$ cat config.mk
export PLATFORM = sky130hd
export DESIGN_NAME = lms_fir_adapt_flat
export DESIGN_NICKNAME = d
export VERILOG_FILES = /design/src/rtl/lms_pkg.sv /design/src/rtl/lms_fir_adapt_if.sv /design/src/rtl/lms_tap_mac.sv /design/src/rtl/lms_fir_adapt.sv /design/src/flat_wrapper.sv
export SDC_FILE = /design/constraint.sdc
export NUM_CORES = 1
export LEC_CHECK = 0
export BUFFER_PORTS_ARGS = -buffer_cell sky130_fd_sc_hd__buf_2
export CORE_MARGIN = 2
export CORE_UTILIZATION = 32
export CTS_CLUSTER_SIZE = 12
export DETAILED_ROUTE_END_ITERATION = 8
export HOLD_SLACK_MARGIN = 0.1
export PLACE_DENSITY_LB_ADDON = 0.05
export SLEW_MARGIN = 5
export SYNTH_ARGS = -nofsm -noshare
export SYNTH_HDL_FRONTEND = slang
export SYNTH_SLANG_ARGS = --single-unit
$ cat constraint.sdc
create_clock -name clk -period 14.23 [get_ports clk]
set_clock_uncertainty 0.15 [all_clocks]
set_input_delay 2.1345 -clock clk [delete_from_list [all_inputs] [get_ports clk]]
set_output_delay 2.1345 -clock clk [all_outputs]
set_load 0.005 [all_outputs]
$ cat src/rtl/lms_pkg.sv
// Shared types, default widths and helpers for the LMS adaptive FIR.
package lms_pkg;

    localparam int unsigned TAPS_DEF    = 8;
    localparam int unsigned X_W_DEF     = 16;
    localparam int unsigned W_W_DEF     = 16;
    localparam int unsigned E_W_DEF     = 16;
    localparam int unsigned MU_SH_DEF   = 4;
    localparam int unsigned LEAK_SH_DEF = 10;

    typedef enum logic [1:0] {StIdle, StMac, StErr, StUpd} lms_state_e;

    function automatic int unsigned clog2(input int unsigned n);
        int unsigned r;
        r = 0;
        for (int unsigned v = n - 1; v > 0; v = v >> 1) begin
            r++;
        end
        return r;
    endfunction

    // Clamp a sign-extended value to the signed range of out_w bits; caller truncates.
    function automatic logic signed [63:0] sat_resize(input logic signed [63:0] v,
                                                      input int unsigned out_w);
        logic signed [63:0] hi;
        logic signed [63:0] lo;
        hi = (64'sd1 <<< (out_w - 1)) - 64'sd1;
        lo = -(64'sd1 <<< (out_w - 1));
        if (v > hi) return hi;
        if (v < lo) return lo;
        return v;
    endfunction

endpackage

$ cat src/rtl/lms_fir_adapt_if.sv
// Sample-in / result-out stream bundle of the LMS adaptive FIR.
interface lms_fir_adapt_if #(
    parameter int unsigned X_W = 16,
    parameter int unsigned E_W = 16
);
    logic                  in_valid;
    logic                  in_ready;
    logic signed [X_W-1:0] x_in;
    logic signed [X_W-1:0] d_in;
    logic                  adapt_en;
    logic                  out_valid;
    logic signed [X_W-1:0] y_out;
    logic signed [E_W-1:0] e_out;

    modport master (
        output in_valid, x_in, d_in, adapt_en,
        input  in_ready, out_valid, y_out, e_out
    );

    modport slave (
        input  in_valid, x_in, d_in, adapt_en,
        output in_ready, out_valid, y_out, e_out
    );
endinterface

$ cat src/rtl/lms_tap_mac.sv
// Shared multiplier: accumulates x*w in MAC mode, saturating coefficient update in UPD mode.
// Leaky update is selected by defining LMS_LEAKAGE_EN.
module lms_tap_mac import lms_pkg::*; #(
    parameter int unsigned X_W     = X_W_DEF,
    parameter int unsigned W_W     = W_W_DEF,
    parameter int unsigned E_W     = E_W_DEF,
    parameter int unsigned AW      = 34,
    parameter int unsigned MU_SH   = MU_SH_DEF,
    parameter int unsigned LEAK_SH = LEAK_SH_DEF
) (
    input  logic                  upd,
    input  logic signed [X_W-1:0] x,
    input  logic signed [W_W-1:0] w,
    input  logic signed [E_W-1:0] e,
    input  logic signed [AW-1:0]  acc,
    output logic signed [AW-1:0]  acc_nxt,
    output logic signed [W_W-1:0] w_nxt
);
    localparam int unsigned B_W = (W_W > E_W) ? W_W : E_W;
    localparam int unsigned P_W = X_W + B_W;
    localparam int unsigned SH  = E_W - 1 + MU_SH;

    logic signed [B_W-1:0] b;
    logic signed [P_W-1:0] prod;
    logic signed [P_W-1:0] delta;
    logic signed [63:0]    w_sum;

    always_comb begin
        b       = upd ? B_W'(e) : B_W'(w);
        prod    = P_W'(x) * P_W'(b);
        delta   = prod >>> SH;
        acc_nxt = acc + AW'(prod);
`ifdef LMS_LEAKAGE_EN
        w_sum   = 64'(w) - 64'(w >>> LEAK_SH) + 64'(delta);
`else
        w_sum   = 64'(w) + 64'(delta);
`endif
        w_nxt   = W_W'(sat_resize(w_sum, W_W));
    end

endmodule

$ cat src/rtl/lms_fir_adapt.sv
// N-tap LMS adaptive FIR sharing one multiplier across filter and update phases.
// Define LMS_LEAKAGE_EN for the leaky coefficient update; timing is unchanged.
module lms_fir_adapt import lms_pkg::*; #(
    parameter int unsigned TAPS    = TAPS_DEF,
    parameter int unsigned X_W     = X_W_DEF,
    parameter int unsigned W_W     = W_W_DEF,
    parameter int unsigned E_W     = E_W_DEF,
    parameter int unsigned MU_SH   = MU_SH_DEF,
    parameter int unsigned LEAK_SH = LEAK_SH_DEF
) (
    input  logic                    clk,
    input  logic                    rst_n,
    lms_fir_adapt_if.slave          s,
    input  logic [clog2(TAPS)-1:0]  coef_sel,
    output logic signed [W_W-1:0]   coef_rd
);
    localparam int unsigned IW = clog2(TAPS);
    localparam int unsigned AW = X_W + W_W + IW;

    lms_state_e            state_q;
    logic [IW-1:0]         idx_q;
    logic signed [AW-1:0]  acc_q;
    logic signed [X_W-1:0] d_q;
    logic                  adapt_q;
    logic signed [X_W-1:0] y_q;
    logic signed [E_W-1:0] e_q;
    logic                  out_valid_q;
    logic                  in_ready_q;
    logic signed [X_W-1:0] x_line_q [TAPS];
    logic signed [W_W-1:0] w_q      [TAPS];

    logic signed [X_W-1:0] y_val;
    logic signed [E_W-1:0] e_val;
    logic signed [AW-1:0]  acc_nxt;
    logic signed [W_W-1:0] w_nxt;
    logic                  last_tap;
    logic                  accept;

    always_comb begin
        y_val    = X_W'(sat_resize(64'(acc_q >>> (W_W - 1)), X_W));
        e_val    = E_W'(sat_resize(64'(d_q) - 64'(y_val), E_W));
        last_tap = (idx_q == IW'(TAPS - 1));
        accept   = (state_q == StIdle) && in_ready_q && s.in_valid;
    end

    lms_tap_mac #(
        .X_W     (X_W),
        .W_W     (W_W),
        .E_W     (E_W),
        .AW      (AW),
        .MU_SH   (MU_SH),
        .LEAK_SH (LEAK_SH)
    ) u_mac (
        .upd     (state_q == StUpd),
        .x       (x_line_q[idx_q]),
        .w       (w_q[idx_q]),
        .e       (e_q),
        .acc     (acc_q),
        .acc_nxt (acc_nxt),
        .w_nxt   (w_nxt)
    );

    always_ff @(posedge clk) begin
        if (!rst_n) begin
            state_q     <= StIdle;
            idx_q       <= '0;
            acc_q       <= '0;
            d_q         <= '0;
            adapt_q     <= 1'b0;
            y_q         <= '0;
            e_q         <= '0;
            out_valid_q <= 1'b0;
            in_ready_q  <= 1'b1;
            for (int k = 0; k < TAPS; k++) begin
                x_line_q[k] <= '0;
                w_q[k]      <= '0;
            end
        end else begin
            out_valid_q <= 1'b0;
            // Ready re-asserts one cycle after returning to idle.
            in_ready_q  <= (state_q == StIdle) && !accept;
            unique case (state_q)
                StIdle: begin
                    if (accept) begin
                        for (int k = TAPS - 1; k > 0; k--) begin
                            x_line_q[k] <= x_line_q[k-1];
                        end
                        x_line_q[0] <= s.x_in;
                        d_q         <= s.d_in;
                        adapt_q     <= s.adapt_en;
                        idx_q       <= '0;
                        acc_q       <= '0;
                        state_q     <= StMac;
                    end
                end
                StMac: begin
                    acc_q <= acc_nxt;
                    idx_q <= last_tap ? '0 : idx_q + 1'b1;
                    if (last_tap) state_q <= StErr;
                end
                StErr: begin
                    y_q         <= y_val;
                    e_q         <= e_val;
                    out_valid_q <= 1'b1;
                    state_q     <= adapt_q ? StUpd : StIdle;
                end
                StUpd: begin
                    w_q[idx_q] <= w_nxt;
                    idx_q      <= last_tap ? '0 : idx_q + 1'b1;
                    if (last_tap) state_q <= StIdle;
                end
            endcase
        end
    end

    assign s.in_ready  = in_ready_q;
    assign s.out_valid = out_valid_q;
    assign s.y_out     = y_q;
    assign s.e_out     = e_q;
    assign coef_rd     = w_q[coef_sel];

endmodule

$ cat src/flat_wrapper.sv
// flat-port wrapper written by rule: the top's interface ports become plain ports
module lms_fir_adapt_flat import lms_pkg::*;
#(
    parameter int unsigned TAPS    = TAPS_DEF,
    parameter int unsigned X_W     = X_W_DEF,
    parameter int unsigned W_W     = W_W_DEF,
    parameter int unsigned E_W     = E_W_DEF,
    parameter int unsigned MU_SH   = MU_SH_DEF,
    parameter int unsigned LEAK_SH = LEAK_SH_DEF
)
  (clk, rst_n, coef_sel, coef_rd, s_in_valid, s_x_in, s_d_in, s_adapt_en, s_in_ready, s_out_valid, s_y_out, s_e_out);
  lms_fir_adapt_if #(.X_W(X_W), .E_W(E_W)) s_i ();
  input  logic clk;
  input  logic rst_n;
  input  logic [clog2(TAPS)-1:0] coef_sel;
  output logic signed [W_W-1:0] coef_rd;
  input wire logic [$bits(s_i.in_valid)-1:0] s_in_valid;
  input wire logic [$bits(s_i.x_in)-1:0] s_x_in;
  input wire logic [$bits(s_i.d_in)-1:0] s_d_in;
  input wire logic [$bits(s_i.adapt_en)-1:0] s_adapt_en;
  output wire logic [$bits(s_i.in_ready)-1:0] s_in_ready;
  output wire logic [$bits(s_i.out_valid)-1:0] s_out_valid;
  output wire logic [$bits(s_i.y_out)-1:0] s_y_out;
  output wire logic [$bits(s_i.e_out)-1:0] s_e_out;
  assign s_i.in_valid = s_in_valid;
  assign s_i.x_in = s_x_in;
  assign s_i.d_in = s_d_in;
  assign s_i.adapt_en = s_adapt_en;
  assign s_in_ready = s_i.in_ready;
  assign s_out_valid = s_i.out_valid;
  assign s_y_out = s_i.y_out;
  assign s_e_out = s_i.e_out;
  lms_fir_adapt #(.TAPS(TAPS), .X_W(X_W), .W_W(W_W), .E_W(E_W), .MU_SH(MU_SH), .LEAK_SH(LEAK_SH)) u_core (.clk(clk), .rst_n(rst_n), .s(s_i), .coef_sel(coef_sel), .coef_rd(coef_rd));
endmodule
Word level (Yosys, flattened, before mapping)
Memory sizes are Yosys's and may differ from the RTL's. A register that Yosys moved wholly into a read port is not among the register bits.
Index checks and enable logic that the tools add are counted.
{ "totals": {"regBits": 91, "elab_cells": 106, "n_memories": 2, "in_bits": 39, "ramBits": 256} }
{ "memory_table": {"columns": ["memory", "words", "word_bits", "rd", "rd_ports_with_merged_regs", "write_ports", "line_no", "source"], "rows": [
  ["u_core.w_q", 8, 16, 2, 1, 8, "lms_fir_adapt.sv:30", "logic signed [W_W-1:0] w_q [TAPS];"],
  ["u_core.x_line_q", 8, 16, 8, 1, 8, "lms_fir_adapt.sv:29", "logic signed [X_W-1:0] x_line_q [TAPS];"]
]} }
{ "op_classes": {"mux": 56, "addsub": 4, "eq_ne": 7, "bitwise_logic": 8, "multipliers": 1, "n_lt_le_gt_ge": 6, "n_reduce_logical": 13} }
{ "ops": {"columns": ["op", "count"], "rows": [
  ["$mux 16", 22],
  ["$pmux 35 s2", 1],
  ["$add 35x32->35", 1],
  ["$mux 35", 1],
  ["$gt 17x16->1 const B", 2],
  ["$lt 17x16->1 const B", 2],
  ["$mul 16x16->32", 1],
  ["$mux 3", 7],
  ["$gt 20x16->1 const B", 1],
  ["$lt 20x16->1 const B", 1],
  ["$mux 1", 19],
  ["$add 16x13->17", 1],
  ["$sub 16x16->17", 1],
  ["$reduce_or 16->1", 1],
  ["$mux 2", 4],
  ["$or 1x1->1", 8],
  ["$pmux 2 s4", 1],
  ["$ne 2x1->1 const B", 3],
  ["$pmux 3 s2", 1],
  ["$reduce_and 2->1", 3],
  ["$eq 2x2->1 const B", 2],
  ["$reduce_bool 2->1", 2],
  ["$add 3x1->3 const B", 1],
  ["$eq 3x3->1 const B", 1],
  ["6 further kinds", 8]
]} }

Longest topological paths before layout
{ "logic_depth": {"ltp_word": 11, "ltp_mapped": 42, "ltp_nobuf": 39} }

Cells and area by module
A second synthesis with hierarchy kept.
{ "hier_totals": {"cells_unflattened": 2726, "area_unflattened_um2": 29395.7} }
{ "by_module_without_submodules": {"columns": ["mod", "area_per_inst_um2", "cells_each", "seq_area_each_um2", "instances"], "rows": [
  ["lms_fir_adapt", 16997.6, 1313, 9569.2, 1],
  ["lms_tap_mac", 12398.1, 1413, 0.0, 1]
]} }

Worst setup path before layout
No wires, ideal clock.
{ "synth_timing": {"path_kind": "flip-flop to flip-flop", "from": "reg with a tool-made name", "to": "mem u_core.w_q[0][10] in the netlist's numbering, data pin", "setup_time_ns": 0.268, "t_required_ns": 13.812, "stages_incl_launch_ff": 41, "path_slack_ns": 4.234, "period_less_slack_ns": 9.996, "t_arrival_ns": 9.578, "cell_sequence": "dfxtp_1 buf_4 buf_2 buf_2 buf_2 mux4_2 mux2i_1 nor2_1 fa_1 inv_1 fa_1 fa_1 fa_1 inv_1 fa_1 inv_1 fa_1 inv_1 [5 not listed] a21oi_1 a21o_1 a21oi_1 xnor2_1 ha_1 fa_1 a21oi_1 o21bai_1 a21oi_2 o21ai_1 a211o_1 o211ai_2 a31oi_4 or3_1 buf_6 nand3_4 buf_6 nor2_1"} }
{ "synth_rtl": {"columns": ["element", "line_no"], "rows": [
  ["end: declaration", "lms_fir_adapt.sv:30"]
]} }

==> key figures <==
Synth
  • Async S/R FF share, synth: 0%
  • Ys flop type: edfxtp_1
  • Largest cells by area after synthesis: edfxtp_1, fa_1, mux4_2
  • Number of synthesized flops with an enable pin: ~260
  • Commonest cells in the netlist: inv_1, nor2_1, fa_1
  • Synthesized area per cell: about 11 um^2
  • Cell count after synthesis: between 2,000 and 3,000
  • Net count after synthesis: 3,156
  • Yosys warns: 0
  • #FFs+latches synth: 350
  • Most numerous cell in the Yosys netlist: inv_1
  • Area leader, netlist: edfxtp_1
  • Share of the synthesized area in the top cell type: 26.7%
  • Post-synthesis sequential area ratio: about a third
  • Netlist cell types: between 70 and 80
  • Mapped Area: between 20,000 and 30,000 um^2

Cells and area
  • Fill count: 8,956
  • Sequential cell area: 9580 um^2
  • Post-Layout Cell Count: approximately 4,000
  • Multi-input gate area: between 15,000 and 20,000 um^2
  • Area grow syn2layout: 11.3%
  • Final #Nets: between 3,000 and 4,000
  • ANT cells: 0
  • Layout cell share with drive strength beyond 1: 13.7%

Critical path
  • CP Launch Type: flip-flop
  • Number of buffers and inverters on the critical path: 5
  • WS Path Type: flip-flop to flip-flop
  • Max FO, Critical Path: 41
  • Critical Path End Type: flip-flop
  • Crit-path max cell delay: about 950 ps
  • Most used cell, CP: fa_1
  • Cell family with most CP delay: adder cells
  • CP required: roughly 14,000 ps
  • FF-to-FF setup slack: between 2000 and 3000 ps
  • Crit path DAT: approximately 12,000 ps
  • Reg2Reg Depth: 35
  • WP depth: 35
  • Slowest cell on crit path: mux2i_1

Floorplanning
  • Die width: approximately 300 um
  • Full die area: ~90,000 um^2
  • I/O pin count: a little under 90
  • Initial Utilization: roughly a third
  • Core Area: approximately 90,000 um^2
  • Rows: 110
  • Die Y: between 300 and 400 um

Outcome
  • Status: finished clean

Clock tree
  • CTS tree: done
  • Post_cts resized: 0
  • Reg clk slew, reported paths: roughly 60 ps
  • H-tree Lvls: 2
  • Hold_buf cts: 0
  • CTS max path bufs: 3
  • Clock Sinks: between 300 and 400
  • Cts bufs inserted: 46
  • Clock root cell: clkbuf_16
  • Setup bufs post-CTS: 0
  • Clock Latency Late Sink: ~620 ps

STA
  • Hold Vio Cnt, Final: 0
  • Max Clk Rate: 0.0862 GHz
  • Worst slew pin tran: 1240 ps
  • Hold_ws: 313 ps
  • Tmin final: approximately 12,000 ps
  • RSZ-0062 raised after global routing: no
  • Setup TNS: 0 ps
  • Slew Viols, Final: 0
  • Max-slew headroom: approximately 15%
  • Final period utilization: around 80%
  • Final setup fails: 0

Global route
  • Overflow after GRT: 0
  • First-pass GRT wire length: ~130,000 um
  • Vias in the first global route: around 21,000
  • Largest net degree at the start of global routing: ~130
  • Initial antenna violation count: 4
  • Gr usage total: between 10% and 20%

Detailed routing
  • Routed Wire Length: 86,600 um
  • Drt first pass iters: 5
  • Post-route antenna net violation count: 0
  • Wire per inst: around 22 um
  • Via count: approximately 20,000
  • DR vias/cell: 5.05
  • DRC Markers: 0
  • DR iter-0 viols: approximately 1,300

Worst hold path
  • HP Class: flip-flop to flip-flop
  • Cells on Worst Hold Path: 2

Placed design
  • DP Cell Count: slightly below 4,000
  • Port bufs: 88
  • Hpwl dp: ~64,000 um
  • GP Congestion: 0.825

Job
  • Max Cap Violations: 0
## logic make-up (layout without fill, tap and decap cells)
| kind of cell | Yosys count | after routing | share of synthesized area (%) |
|---|---|---|---|
| xor+xnor | 89 | 89 | 2.71 |
| simple gates | 868 | 868 | 14.4 |
| buf+inv | 448 | 535 | 6.13 |
| compound gates | 352 | 352 | 7.95 |
| fa+ha+maj | 422 | 422 | 25.2 |
| mux | 172 | 172 | 10.4 |
| flops | 350 | 350 | 33.2 |
## per-stage QoR
step                utilization [%]  setup slack (ps)  area [um^2]
floorplan                         -              4230        28800
global placement               34.0              2500        30500
detailed placement             34.0              2440        30500
CTS                            35.8              2420        32000
global route                   35.8              1840        32000
finish                         35.8              2630        32000
## per-layer routing
| metal | global-route usage (%) | wire length, um | vias to the layer above |
|---|---|---|---|
| met5 | 0 | 0 | - |
| met4 | 4.64 | 2080 | 0 |
| met2 | 30.3 | 40400 | 368 |
| met1 | 26.3 | 40500 | 10300 |
| met3 | 2.87 | 3600 | 111 |
| li1 | - | - | 9281 |
## layout make-up
class | instances | share of cell area [%]
multi-input cells | 1903 | 54.6
flip-flops and latches | 350 | 29.9
well taps | 1176 | 4.59
clock buffers | 55 | 3.82
inverters | 326 | 3.82
repair buffers | 124 | 2.32
clock inverters | 30 | 0.996
## registers in the layout, summed over array words and instances, names as in the netlist, named ones only
name / cells
u_core.acc_q: 35
u_core.adapt_q: 1
u_core.d_q: 16
u_core.idx_q: 3
u_core.s.e_out: 16
u_core.s.in_ready: 1
u_core.s.out_valid: 1
u_core.s.y_out: 16
u_core.state_q: 2
u_core.w_q: 128
u_core.x_line_q: 128
## path summary, 6_finish.rpt
| kind | startpoint | end |
|---|---|---|
| max reg2reg | flip-flop | u_core.w_q[0][2] |
| min | u_core.s.y_out[15] | u_core.s.y_out[15] |
| min reg2reg | u_core.s.y_out[15] | u_core.s.y_out[15] |
| max | flip-flop | u_core.w_q[0][2] |
## tightest hold or removal path, cell delays in order, from the launching register on
cell      delay [ps]
dfxtp_1          310
nand2_1           50
a21boi_0          60
## layout by cell type (no fill, tap or decap), types with 12 or more instances in the layout
cell type / count
inv_1: 326
nor2_1: 300
fa_1: 265
edfxtp_1: 256
nand2_1: 233
ha_1: 151
and3_1: 135
mux4_2: 96
dfxtp_1: 91
buf_2: 87
o21ai_0: 85
a21oi_1: 80
xnor2_1: 56
mux2_2: 49
clkbuf_16: 46
nand2b_1: 41
nor2b_1: 37
a21o_1: 37
and2_1: 36
buf_4: 34
xor2_1: 33
mux2i_1: 26
a21boi_0: 26
nand3_1: 26
o21a_1: 22
nor3_1: 18
o21ai_1: 16
o211ai_1: 13
o21bai_1: 12
Power is left out: the tool's default activity adds up to more than one toggle a clock period on the data nets, which glitch-free logic cannot reach.
